===== config.mk =====
export PLATFORM = sky130hd
export DESIGN_NAME = scan_tx_formatter
export DESIGN_NICKNAME = d
export VERILOG_FILES = /design/src/rtl/scan_tx_formatter_pkg.sv /design/src/rtl/baud_tick_gen.sv /design/src/rtl/scan_tx_formatter.sv
export SDC_FILE = /design/constraint.sdc
export NUM_CORES = 1
export LEC_CHECK = 0
export BUFFER_PORTS_ARGS = -buffer_cell sky130_fd_sc_hd__buf_2
export CAP_MARGIN = 10
export CORE_MARGIN = 3
export CORE_UTILIZATION = 55
export DETAILED_ROUTE_END_ITERATION = 16
export PLACE_DENSITY = 0.78
export SLEW_MARGIN = 20
export SYNTH_ARGS = -nofsm -noshare
export SYNTH_HDL_FRONTEND = slang
export SYNTH_SLANG_ARGS = --single-unit

===== constraint.sdc =====
create_clock -name clk -period 6.8 [get_ports clk]
set_input_delay 1.36 -clock clk [delete_from_list [all_inputs] [get_ports clk]]
set_output_delay 1.36 -clock clk [all_outputs]
set_load 0.02 [all_outputs]

===== src/rtl/scan_tx_formatter_pkg.sv =====
// Shared constants and helpers for the scan byte serializer.
// Contents: tag values, the serializer state type and the byte encoder.
package scan_tx_formatter_pkg;

  localparam int unsigned PAYLOAD_W = 5;
  localparam int unsigned TAG_W     = 3;
  localparam int unsigned BYTE_W    = TAG_W + PAYLOAD_W;

  localparam logic [TAG_W-1:0] TAG_MOVE  = 3'b001;
  localparam logic [TAG_W-1:0] TAG_LEFT  = 3'b010;
  localparam logic [TAG_W-1:0] TAG_RIGHT = 3'b011;

  typedef enum logic [1:0] {
    ST_IDLE,
    ST_START,
    ST_DATA,
    ST_STOP
  } tx_state_e;

  // Highest-priority request wins: move_done > left > right.
  function automatic logic [BYTE_W-1:0] encode_byte(
    input logic                 move_done,
    input logic                 left,
    input logic [PAYLOAD_W-1:0] pcs
  );
    if (move_done) begin
      return {TAG_MOVE, PAYLOAD_W'(0)};
    end else if (left) begin
      return {TAG_LEFT, pcs};
    end else begin
      return {TAG_RIGHT, pcs};
    end
  endfunction

endpackage


===== src/rtl/baud_tick_gen.sv =====
// Phase-accumulator baud divider producing a one-cycle registered tick.
// Ports: clk, reset (sync, active high), restart (re-phase to a frame
// start), tick (one-cycle pulse per baud period).
module baud_tick_gen #(
  parameter int unsigned CLK_FREQ = 50000000,
  parameter int unsigned BAUD     = 115200
) (
  input  logic clk,
  input  logic reset,
  input  logic restart,
  output logic tick
);

  localparam int unsigned ACC_W = 33;
  localparam logic [ACC_W-1:0] INC   = ACC_W'(BAUD);
  localparam logic [ACC_W-1:0] LIMIT = ACC_W'(CLK_FREQ);
  // Preset of 1.5 increments lands the first tick at round(CLK_FREQ/BAUD)
  // cycles after restart, accounting for the registered tick.
  localparam logic [ACC_W-1:0] PRESET = ACC_W'(BAUD) + ACC_W'(BAUD / 2);

  logic [ACC_W-1:0] acc_q;
  logic [ACC_W-1:0] acc_sum;
  logic             tick_q;

  assign acc_sum = acc_q + INC;
  assign tick    = tick_q;

  // Accumulate BAUD per clock; wrap past CLK_FREQ emits a tick.
  always_ff @(posedge clk) begin
    if (reset) begin
      acc_q  <= '0;
      tick_q <= 1'b0;
    end else if (restart) begin
      acc_q  <= PRESET;
      tick_q <= 1'b0;
    end else if (acc_sum >= LIMIT) begin
      acc_q  <= acc_sum - LIMIT;
      tick_q <= 1'b1;
    end else begin
      acc_q  <= acc_sum;
      tick_q <= 1'b0;
    end
  end

endmodule


===== src/rtl/scan_tx_formatter.sv =====
// Formats scan/move requests into tagged bytes and sends them 8N1, LSB first.
// Ports: clk, reset (sync, active high); send_move_done/send_left/send_right
// level requests; pieces scan payload; TxD serial line (idle high);
// TxD_busy high from the cycle after capture until the stop bit ends.
module scan_tx_formatter
  import scan_tx_formatter_pkg::*;
#(
  parameter int unsigned CLK_FREQ = 50000000,
  parameter int unsigned BAUD     = 115200
) (
  input  logic                 clk,
  input  logic                 reset,
  input  logic                 send_move_done,
  input  logic                 send_left,
  input  logic                 send_right,
  input  logic [PAYLOAD_W-1:0] pieces,
  output logic                 TxD,
  output logic                 TxD_busy
);

  tx_state_e         state_q;
  logic [BYTE_W-1:0] shreg_q;
  logic [2:0]        bitcnt_q;
  logic              txd_q;
  logic              busy_q;
  logic              any_req;
  logic              capture;
  logic              baud_tick;

  assign any_req = send_move_done | send_left | send_right;
  // Reset overrides a request on the same edge.
  assign capture = (state_q == ST_IDLE) && any_req && !reset;

  assign TxD      = txd_q;
  assign TxD_busy = busy_q;

  baud_tick_gen #(
    .CLK_FREQ (CLK_FREQ),
    .BAUD     (BAUD)
  ) u_baud (
    .clk     (clk),
    .reset   (reset),
    .restart (capture),
    .tick    (baud_tick)
  );

  // Frame sequencer: capture, start bit, 8 data bits, stop bit.
  always_ff @(posedge clk) begin
    if (reset) begin
      state_q  <= ST_IDLE;
      shreg_q  <= '0;
      bitcnt_q <= '0;
      txd_q    <= 1'b1;
      busy_q   <= 1'b0;
    end else begin
      case (state_q)
        ST_IDLE: begin
          txd_q <= 1'b1;
          if (any_req) begin
            shreg_q <= encode_byte(send_move_done, send_left, pieces);
            txd_q   <= 1'b0;
            busy_q  <= 1'b1;
            state_q <= ST_START;
          end
        end
        ST_START: begin
          if (baud_tick) begin
            txd_q    <= shreg_q[0];
            shreg_q  <= {1'b0, shreg_q[BYTE_W-1:1]};
            bitcnt_q <= '0;
            state_q  <= ST_DATA;
          end
        end
        ST_DATA: begin
          if (baud_tick) begin
            if (bitcnt_q == 3'd7) begin
              txd_q   <= 1'b1;
              state_q <= ST_STOP;
            end else begin
              txd_q    <= shreg_q[0];
              shreg_q  <= {1'b0, shreg_q[BYTE_W-1:1]};
              bitcnt_q <= bitcnt_q + 3'd1;
            end
          end
        end
        ST_STOP: begin
          if (baud_tick) begin
            busy_q  <= 1'b0;
            state_q <= ST_IDLE;
          end
        end
        default: begin
          txd_q   <= 1'b1;
          busy_q  <= 1'b0;
          state_q <= ST_IDLE;
        end
      endcase
    end
  end

endmodule


* Yosys cells after proc, flatten, opt, wreduce, memory -nomap -nowiden
Cells that the tools add are included.
** Word-level totals
- Register bits after elaboration :: 49
- Latch bits :: 0
- Bits in writable memories :: 0
- Memory bits (read-only) :: 0
- Bits of input ports :: 10
- Output and inout port bits :: 2
- Word-level logic and storage cells :: 65
- Memories :: 0
** Cells by class
- Add/subtract/negate cells :: 3
- Multipliers :: 0
- Div/mod/pow operators :: 0
- Order comparisons :: 1
- Equal/unequal tests :: 10
- Shifts and indexed selects :: 0
- Mux-type cells :: 28
- Bitwise operators :: 2
- Reductions and logical operators :: 13
** Operators with widths (count)
- adder 33 x 17 -> 33 bit, second input constant :: 1
- >= comparator 33 x 26 -> 1 bit, second input constant :: 1
- 2-to-1 mux 33 bit :: 1
- subtractor 33 x 26 -> 33 bit, second input constant :: 1
- 2-to-1 mux 8 bit :: 4
- one-hot mux 8 bit (3 select lines) :: 1
- 2-to-1 mux 18 bit :: 1
- 2-to-1 mux 2 bit :: 5
- AND reduction 5 bit :: 2
- 2-to-1 mux 3 bit :: 3
- one-hot mux 2 bit (4 select lines) :: 1
- 2-to-1 mux 1 bit :: 7
- 2-to-1 mux 7 bit :: 1
- 2-to-1 mux 6 bit :: 1
- != test 2 x 1 -> 1 bit, second input constant :: 3
- != test 2 bit, second input constant :: 3
- one-hot mux 3 bit (2 select lines) :: 1
- AND reduction 3 bit :: 2
- == test 2 bit, second input constant :: 2
- AND reduction 4 bit :: 1
- nonzero test 2 bit :: 2
- adder 3 x 1 -> 3 bit, second input constant :: 1
- == test 3 bit, second input constant :: 1
- one-hot mux 1 bit (3 select lines) :: 1
- 8 further kinds :: 10

* Longest topological paths before layout
Gate-level depths: netlist of run 1.
- Depth in word-level cells :: 5
- Gate-level depth with buffers :: 12
- Mapped depth without buffers :: 10

* Modules after synthesis
A second synthesis of run 1 with hierarchy kept.
** Unflattened totals
- Cell total of the unflattened synthesis :: 408
- Area, all modules :: 3198.1 um2
** By module, submodules not included
- baud_tick_gen :: instances 1, cells an instance 318, area an instance 2366.0 um2, seq. area each 540.5 um2
- scan_tx_formatter :: instances 1, cells an instance 90, area an instance 832.0 um2, seq. area each 280.3 um2

* Worst setup path after synthesis of run 1
OpenSTA, ideal clock, no wires.
- Path type :: reg2reg
- From :: register u_baud.acc_q[10]
- To :: register u_baud.acc_q[8]
- Setup time :: 0.091 ns
- Data arrival time :: 2.699 ns
- Required time :: 6.709 ns
- Setup slack :: 4.010 ns
- Cell stages (with the launch flop) :: 12
- Buffers on the path :: 2
- Clock period less this slack :: 2.790 ns
- Path through :: dfxtp_1 -> ha_1 -> buf_4 -> nand4_4 -> a2111oi_0 -> nand3_1 -> xnor2_1 -> nor3_2 -> o21a_2 -> buf_2 -> a21oi_1 -> a311oi_1
** Between the ends
- Longest elaborated chain between the ends :: 4
** RTL lines
- start, declared :: RTL line baud_tick_gen.sv:21 : logic [ACC_W-1:0] acc_q;
- start signal, assigned :: RTL line baud_tick_gen.sv:37 : acc_q <= acc_sum - LIMIT;
- start signal, assigned :: RTL line baud_tick_gen.sv:40 : acc_q <= acc_sum;
- adder 33 x 17 -> 33 bit :: RTL line baud_tick_gen.sv:25 : assign acc_sum = acc_q + INC;
- >= comparator 33 x 26 -> 1 bit :: RTL line baud_tick_gen.sv:36 : end else if (acc_sum >= LIMIT) begin
- 2-to-1 mux 33 bit :: RTL line baud_tick_gen.sv:36
- 2-to-1 mux 18 bit :: RTL line baud_tick_gen.sv:33 : end else if (restart) begin
Every way passes these cells.
A chain may end at the register's enable or synchronous reset.

* Worst setup path after layout of run 1
- From :: register u_baud.acc_q[9]
- To :: register u_baud.acc_q[17]
** Between the ends
- Longest elaborated chain between the ends :: 4
- Elaborated cells between the ends (all ways) :: 5
- Classes of those cells :: 2 x add/sub; 1 x order compare; 2 x mux
** RTL lines (RTL line)
- adder 33 x 17 -> 33 bit (*) :: baud_tick_gen.sv:25
- subtractor 33 x 26 -> 33 bit or >= comparator 33 x 26 -> 1 bit (tied branches) :: baud_tick_gen.sv:37, baud_tick_gen.sv:36
- 2-to-1 mux 33 bit (*) :: baud_tick_gen.sv:36
- 2-to-1 mux 18 bit (*) :: baud_tick_gen.sv:33
Mark *: on every way between the ends. The rest lies on a longest branch, timed or not.

==> impl_metrics.toml, run 1 <==
[outcome]
status = "finished clean"

[synth]
seq_area_frac_synth_pct = 25.9
postSynthAreaPerCell_um2 = 7.95
yosysUniqueCellTypes = 73
synth_edf_count = 0
syn_area_um2 = 3170
yosys_warnings = 0
synth_most_common_cell = "nand2_1"
synth-seq-cells = 41
synth_cells = 399
synth_area_leaders = "dfxtp_1 26%, nand2_1 5.6%, mux2i_1 5.1%"
syn-num-nets = 418
synth-main-ff-cell = "dfxtp_1"
netlist.area_leader.share_pct = 25.9
ys_top_cells_by_count = "47 x nand2_1, 41 x dfxtp_1, 35 x nor2_1, 22 x a21oi_1"
synth_area_leader_cell = "dfxtp_1"
async_flop_share_pct = 0

[min_path]
hp-class = "reg -> reg"

[sta]
maxSlewViolCount = 0
rsz0062_at_grt = "no"
finalSetupViolations = 0
fin_ws_ps = 2950
period_needed_ps = 3850
timing.final.crit_share_pct = 56.6
worstMarginPinSlew_ps = 815
slew_headroom_pct = 44.2
fin_skew_ps = 7.55
hold_violations = 0
final.setup.tns_ps = 0
max_freq_ghz = 0.260

[drt]
wirelength_um = 7470
first_iter_violations = 270
dr_total_vias = 2977
viasPerCell = 6.32
drtAntennaViolNets = 0
wire_per_inst_um = 15.9
drc = 0
first_pass_iters = 5

[clock_network]
post_cts_resized = 0
clk_latency_ps = 300
holdBufCountCts = 0
cts_sinks = 41
cts-buffers-inserted = 5
cts_setup_buffers = 0
cts_tree = "built"
root_buffer = "clkbuf_8"
ctsLongestPathBuffers = 2
cts-htree-levels = 2
clk_pin_slew_ps = 80

[cells_and_area]
n_antenna_cell = 0
drive_gt1_share_pct = 13.0
final_nets = 417
area_growth_pct = 4.22
final_cell_area_um2 = 3300

[setup_path]
crit_fanout = 23
arrival_ps = 4060
crit_required_ps = 7010
crit_path_end_kind = "flip-flop"
start_kind = "flip-flop"
critPathKind = "reg -> reg"

[global_routing]
grt_pass1_vias = 2661
grt_pass1_wl_um = 12800
grtUsageTotal_pct = 24.0
overflow = 0
antenna_found_initial = 0
grt_max_degree = 26

[floorplanning]
die_w_um = 81.9
die-area_um2 = 6710
initial_utilization_pct = 57.2
num_rows = 27
ios = 12
die_h_um = 81.9
coreArea_um2 = 5540

[power_and_ir_drop]
max-vdd-ir-drop_v = 0.000234
finalPower_w = 0.00131
p_per_area_nw_per_um2 = 397
p_leak_nw = 1.17

[placement]
dp_slack_ps = 3120
dp_hpwl_um = 5300
placed_area_um2 = 3210
gp_congestion = 0.943
io_buffer_count = 11

[job]
max_cap_viol_count = 0
## layout by cell type, fill, tap and decap left out, types with 3 or more instances in the layout
cell type | netlist | final
o21ai_0 | 16 | 16
buf_2 | 5 | 11
o311a_1 | 3 | 3
a21oi_1 | 22 | 22
xor2_1 | 6 | 6
a211oi_1 | 8 | 8
dfxtp_1 | 41 | 41
inv_1 | 12 | 12
or2_2 | 9 | 9
and2_1 | 3 | 3
a211o_1 | 3 | 3
clkbuf_8 | 0 | 6
nor2_1 | 35 | 35
a311oi_1 | 3 | 3
nor3_1 | 9 | 9
nand3_1 | 13 | 13
mux2i_1 | 16 | 16
and4_1 | 4 | 4
a31oi_1 | 5 | 5
ha_1 | 9 | 9
xnor2_1 | 12 | 12
a22oi_1 | 9 | 9
a2111oi_0 | 5 | 5
nand2_1 | 47 | 47
nor4_1 | 6 | 6
o21ai_1 | 3 | 3
nand4_1 | 9 | 9
nand2b_1 | 8 | 8
nor2b_1 | 5 | 5
or3_1 | 5 | 5
## stage by stage
stage | std cells | util (%) | hold slack [ps]
2_1_floorplan | 399 | - | 460
3_3_place_gp | 463 | 57.9 | 448
3_5_place_dp | 463 | 57.9 | 474
4_1_cts | 471 | 59.6 | 496
5_1_grt | 471 | 59.6 | 513
6_report | 471 | 59.6 | 484
## final timing paths
| path | start | end | slack [ps] | cells after the start |
|---|---|---|---|---|
| setup / recovery | u_baud.acc_q[9] | u_baud.acc_q[17] | 2950 | 9 |
| hold / removal | TxD | TxD | 480 | 1 |
| setup reg to reg | u_baud.acc_q[9] | u_baud.acc_q[17] | 2950 | 9 |
| hold reg to reg | TxD | TxD | 480 | 1 |
## critical path: stages, from the launching register on
cell       delay [ps]
dfxtp_1           540
ha_1              480
nand4_4           200
a2111oi_0         810
nand3_1           180
xnor2_1           210
nor3_2            350
o21a_2            510
a2111oi_0         200
a311oi_1          260
## cell type report
| type | instances | area [µm²] |
|---|---|---|
| fillers | 529 | 2240 |
| well taps | 72 | 90.1 |
| inverters | 12 | 45.0 |
| multi-input cells | 325 | 2180 |
| repair buffers | 13 | 70.1 |
| flip-flops and latches | 41 | 821 |
| clock buffers | 6 | 82.6 |
| clock inverters | 2 | 13.8 |
## kinds of logic after synthesis
logic type / synth area share (%)
compound gates: 26.4
flops: 25.9
xor+xnor: 5.49
buf+inv: 5.29
simple gates: 28.0
fa+ha+maj: 3.55
mux: 5.41
## per-layer routing
metal,GRT usage [%],vias to the layer above,wire (µm)
met5,0,-,0
li1,-,1475,-
met4,6.81,0,98
met2,36.9,111,3370
met3,3.73,12,435
met1,34.4,1379,3560
## flip-flops by register name, indices dropped and copies added, names as in the netlist
| name | flops |
|---|---|
| u_baud.tick | 1 |
| bitcnt_q | 3 |
| state_q | 2 |
| u_baud.acc_q | 26 |
| TxD_busy | 1 |
| TxD | 1 |
| shreg_q | 7 |
## power by group
group,internal [W],total (W),switching (W)
sequential,0.000306,0.000399,0.0000932
combinational,0.000281,0.000740,0.000460
clock,0.0000824,0.000173,0.0000906
No activity file was read; power rests on OpenSTA's default activity.
==> run 2: changes to the inputs <==
--- a/config.mk
+++ b/config.mk
@@ -10,7 +10,7 @@
 export CORE_MARGIN = 3
 export CORE_UTILIZATION = 55
 export DETAILED_ROUTE_END_ITERATION = 16
-export PLACE_DENSITY = 0.78
+export PLACE_DENSITY = 0.81
 export SLEW_MARGIN = 20
 export SYNTH_ARGS = -nofsm -noshare
 export SYNTH_HDL_FRONTEND = slang
==> constraint.sdc (replaced) <==
create_clock -name clk -period 3.2 [get_ports clk]
set_input_delay 0.64 -clock clk [delete_from_list [all_inputs] [get_ports clk]]
set_output_delay 0.64 -clock clk [all_outputs]
set_load 0.02 [all_outputs]
==> run 2 against run 1 <==
Compared with the run above: routed wire length grew 3.3%; register-to-register slack lost 2800 ps; combinational power grew 140%; sequential power grew 100%; die area is the same; critical endpoint is now u_baud.acc_q[25]; highest routed layer unchanged.
==> impl_metrics.toml, run 2 (same netlist as run 1, synthesis figures left out) <==
[outcome]
status = "finished clean"

[placement]
io_buffer_count = 11
dp_slack_ps = 120
gp_congestion = 0.907
dp_hpwl_um = 5630
placedCellCount = 477
placed_area_um2 = 3310

[clock_network]
cts_setup_buffers = 0
holdBufCountCts = 0
ctsLongestPathBuffers = 2
clk_pin_slew_ps = 90
clk_latency_ps = 300
cts_sinks = 41
cts-buffers-inserted = 5
root_buffer = "clkbuf_8"
cts-htree-levels = 2
cts_tree = "built"

[global_routing]
grt_pass1_wl_um = 13000
overflow = 0
grtUsageTotal_pct = 24.3
antenna_found_initial = 0
grt_pass1_vias = 2801
grt_max_degree = 26

[cells_and_area]
multiInputGateArea_um2 = 2230
final_common_cell = "nand2_1"
top_regs = "u_baud.acc_q (26), shreg_q (7), bitcnt_q (3)"
drive_gt1_share_pct = 17.9
final_nets = 431
area_growth_pct = 9.19
layout_common_cells = "47 x nand2_1, 39 x dfxtp_1, 35 x nor2_1, 22 x a21oi_1"
final_cells = 485
n_antenna_cell = 0
final_cell_area_um2 = 3460
n_fill_cell = 488
largest_reg_flops = 26
seq_area_um2 = 823
finalCoreUtilization_pct = 62.5
top_register = "u_baud.acc_q"

[setup_path]
crit_slowest_cell = "a2111oi_1"
arrival_ps = 3260
crit_required_ps = 3440
critPathKind = "reg -> reg"
max_stage_delay_ps = 460
start_kind = "flip-flop"
r2r_slack_ps = 180
worstRegToRegCells = 9
crit_path_end_kind = "flip-flop"
cp_cell_sequence = "ha_1 > nand4_4 > xnor2_1 > or3_1 > a2111oi_0 > nand3_1 > o21a_4 > a2111oi_1 > a31o_1"
crit_fanout = 23

[drt]
dr_total_vias = 3129
viasPerCell = 6.45
wire_per_inst_um = 15.9
drtAntennaViolNets = 0
wirelength_um = 7720
first_iter_violations = 309
first_pass_iters = 5
drc = 0

[min_path]
hp-class = "reg -> reg"
whs_path_depth = 1

[sta]
final.setup.tns_ps = 0
max_freq_ghz = 0.332
timing.final.crit_share_pct = 94.2
period_needed_ps = 3020
slew_headroom_pct = 62.4
worstMarginPinSlew_ps = 556
finalSetupViolations = 0
fin_ws_ps = 184
maxSlewViolCount = 0
rsz0062_at_grt = "no"
hold_violations = 0
fin_skew_ps = 10.3

[floorplanning]
die_h_um = 81.9
die_w_um = 81.9
num_rows = 27
die-area_um2 = 6710
initial_utilization_pct = 57.2
coreArea_um2 = 5540
ios = 12

[power_and_ir_drop]
p_per_area_nw_per_um2 = 846
p_leak_nw = 1.24
max-vdd-ir-drop_v = 0.000620

[job]
max_cap_viol_count = 0
-- run 2: metal layers --
metal	vias up	global-route usage, %	wire length (µm)
li1	1507	-	-
met1	1461	33.4	3510
met2	147	39.2	3540
met3	14	3.84	556
met4	0	7.14	110
met5	-	0	0
-- run 2: critical path: cells and delay by family (launching register included) --
| kind | cells | cell delay (ps) |
|---|---|---|
| AO/OA/AOI/OAI | 4 | 1420 |
| AND/OR/NAND/NOR | 3 | 750 |
| flip-flops | 1 | 340 |
| adder cells (fa/ha/maj) | 1 | 280 |
| XOR/XNOR | 1 | 170 |
-- run 2: per-stage QoR --
| step | total power [W] | hold WS (ps) |
|---|---|---|
| finish | 0.00293 | 480 |
| global route | 0.00313 | 496 |
| CTS | 0.00283 | 485 |
| detailed placement | 0.00247 | 463 |
| global placement | 0.00243 | 455 |
| floorplan | 0.00214 | 460 |
-- run 2: final timing paths --
check / startpoint / endpoint
worst max-delay path: u_baud.acc_q[9] / u_baud.acc_q[25]
worst max register to register: u_baud.acc_q[9] / u_baud.acc_q[25]
worst min-delay path: TxD / TxD
worst min register to register: TxD / TxD
-- run 2: area by class of cell --
type,count,share of cell area [%]
multi-input combinational,325,64.5
clock buffer,5,1.99
clock inverter,3,0.723
tap,72,2.60
sequential,41,23.8
inverter,12,1.30
timing repair buffer,27,5.06
-- run 2: repair_timing --
item,CTS,global route
hold endpoints to repair,0,0
setup endpoints to repair,0,24
resized for setup,0,14
-- run 2: power breakdown --
| part | total (W) | internal, W | switching [W] |
|---|---|---|---|
| logic | 0.00176 | 0.000688 | 0.00107 |
| clock network | 0.000361 | 0.000158 | 0.000203 |
| registers | 0.000811 | 0.000652 | 0.000159 |
| total | 0.00293 | 0.00150 | 0.00143 |
==> run 3: changes to the inputs <==
==> constraint.sdc (replaced) <==
create_clock -name clk -period 2.5 [get_ports clk]
set_input_delay 0.5 -clock clk [delete_from_list [all_inputs] [get_ports clk]]
set_output_delay 0.5 -clock clk [all_outputs]
set_load 0.02 [all_outputs]
==> run 3 against run 2 <==
Compared with the run above: clock power grew 83%; register-to-register slack lost 570 ps; power grew 95%; global-route usage grew 11 points; flip-flop and latch count is the same; the flow now finishes with violations (negative setup slack).
==> impl_metrics.toml, run 3 (same netlist as run 1, synthesis figures left out) <==
[drt]
drc = 0
wl_met3_um = 1270
wire_per_inst_um = 22.6
first_pass_iters = 6
wirelength_um = 13100
drt-met1-wl_um = 4700
viasPerCell = 6.83
first_iter_violations = 632
drtAntennaViolNets = 0
dr_total_vias = 3950
wl_met2_um = 6170
highest_layer = "met4"

[sta]
maxSlewViolCount = 0
fin_skew_ps = 7.48
slew_headroom_pct = 54.5
hold_slack_ps = 484
worstMarginPinSlew_ps = 682
timing.final.crit_share_pct = 115
hold_violations = 0
finalSetupViolations = 27
max_freq_ghz = 0.347
fin_ws_ps = -385
period_needed_ps = 2880
rsz0062_at_grt = "yes"

[power_and_ir_drop]
finalPower_w = 0.00572
p_leak_nw = 1.80
p_per_area_nw_per_um2 = 1220
max-vdd-ir-drop_v = 0.000862

[job]
max_cap_viol_count = 0

[cells_and_area]
final_nets = 524
largest_reg_flops = 26
n_antenna_cell = 0
top_register = "u_baud.acc_q"
area_growth_pct = 47.7
final_common_cell = "buf_4"
top_regs = "u_baud.acc_q (26), shreg_q (7), bitcnt_q (3)"
drive_gt1_share_pct = 44.7
layout_common_cells = "90 x buf_4, 42 x nand2_1, 32 x dfxtp_1, 30 x nor2_1, 16 x mux2i_1"

[global_routing]
grtUsageTotal_pct = 35.2
grt_pass1_wl_um = 18100
antenna_found_initial = 0
overflow = 0
grt_pass1_vias = 3685
grt_max_degree = 23

[min_path]
hp-start = "TxD"
hp-class = "reg -> reg"

[clock_network]
ctsLongestPathBuffers = 2
clk_latency_ps = 310
cts_sinks = 41
cts-buffers-inserted = 5
cts_tree = "built"
cts-htree-levels = 2
root_buffer = "clkbuf_8"
clk_pin_slew_ps = 90

[placement]
gp_congestion = 0.907
dp_hpwl_um = 6950
io_buffer_count = 11

[outcome]
violations = "negative setup slack"
status = "finished, violations left"

[floorplanning]
coreArea_um2 = 5540
die_h_um = 81.9
die_w_um = 81.9
initial_utilization_pct = 57.2
ios = 12
die-area_um2 = 6710
num_rows = 27

[setup_path]
cpLargestDelayFamily = "simple AND/OR/NAND/NOR gates"
max_stage_delay_ps = 440
arrival_ps = 3080
crit_slowest_cell = "a2111oi_4"
cp_cell_sequence = "ha_4 > nand4_4 > buf_6 > xnor2_1 > or3_4 > a2111oi_4 > nand3_4 > buf_6 > o21ai_4 > buf_6 > nor3_2 > nor4_2"
crit_path_end_kind = "flip-flop"
critPathKind = "reg -> reg"
start_kind = "flip-flop"
cp_common_cell = "buf_6"
worstSetupStartpoint = "u_baud.acc_q[9]"
crit_required_ps = 2690
crit_fanout = 5
worstReg2RegStart = "u_baud.acc_q[9]"
worst-path-buf-inv = 3
[run 3: per-layer routing]
layer / vias to the layer above / track usage [%]
li1: 1695 / -
met1: 1809 / 41.7
met2: 332 / 60.7
met3: 114 / 6.91
met4: 0 / 16.9
met5: - / 0
[run 3: worst register-to-register path, cell delays in order (launching register included)]
cell	delay, ps
dfxtp_2	370
ha_4	160
nand4_4	130
buf_6	180
xnor2_1	120
or3_4	350
a2111oi_4	440
nand3_4	150
buf_6	150
o21ai_4	180
buf_6	180
nor3_2	70
nor4_2	300
[run 3: path summary, 6_finish.rpt]
kind                                          to  slack [ps]  cells after the start
worst max-delay path            u_baud.acc_q[15]        -380                     12
worst min-delay path                         TxD         480                      1
worst max register to register  u_baud.acc_q[15]        -380                     12
worst min register to register               TxD         480                      1
[run 3: metrics by stage]
| stage | std cells | utilization [%] | setup TNS [ps] | area, µm² | setup slack, ps |
|---|---|---|---|---|---|
| after floorplan | 399 | - | -1910 | 3310 | -149 |
| after CTS | 573 | 81.9 | -2260 | 4540 | -161 |
| after detailed placement | 546 | 71.6 | -6460 | 3970 | -365 |
| after global placement | 546 | 71.6 | -4880 | 3970 | -269 |
| after global routing | 578 | 84.5 | -9730 | 4680 | -485 |
| final | 578 | 84.5 | -7300 | 4680 | -385 |
[run 3: what timing repair did]
action / 4_1_cts / 5_1_grt
gates cloned: 3 / 0
pin swaps: 34 / 13
setup endpoints to repair: 27 / 27
hold buffers: 0 / 0
setup buffers: 16 / 5
resized for setup: 72 / 25
hold endpoints to repair: 0 / 0
[run 3: where the power goes]
group	total, W	switching, W	internal [W]	leakage (nW)
clock	0.000662	0.000265	0.000397	0.0681
sequential	0.00106	0.000205	0.000856	0.340
combinational	0.00400	0.00219	0.00181	1.39
total	0.00572	0.00266	0.00306	1.80
[run 3: final cells by class]
type / count / area, µm²
Timing Repair Buffer: 118 / 933
Clock inverter: 3 / 65.1
Inverter: 12 / 45.0
Tap cell: 72 / 90.1
Sequential cell: 41 / 842
Fill cell: 284 / 858
Clock buffer: 5 / 68.8
Multi-Input combinational cell: 327 / 2640
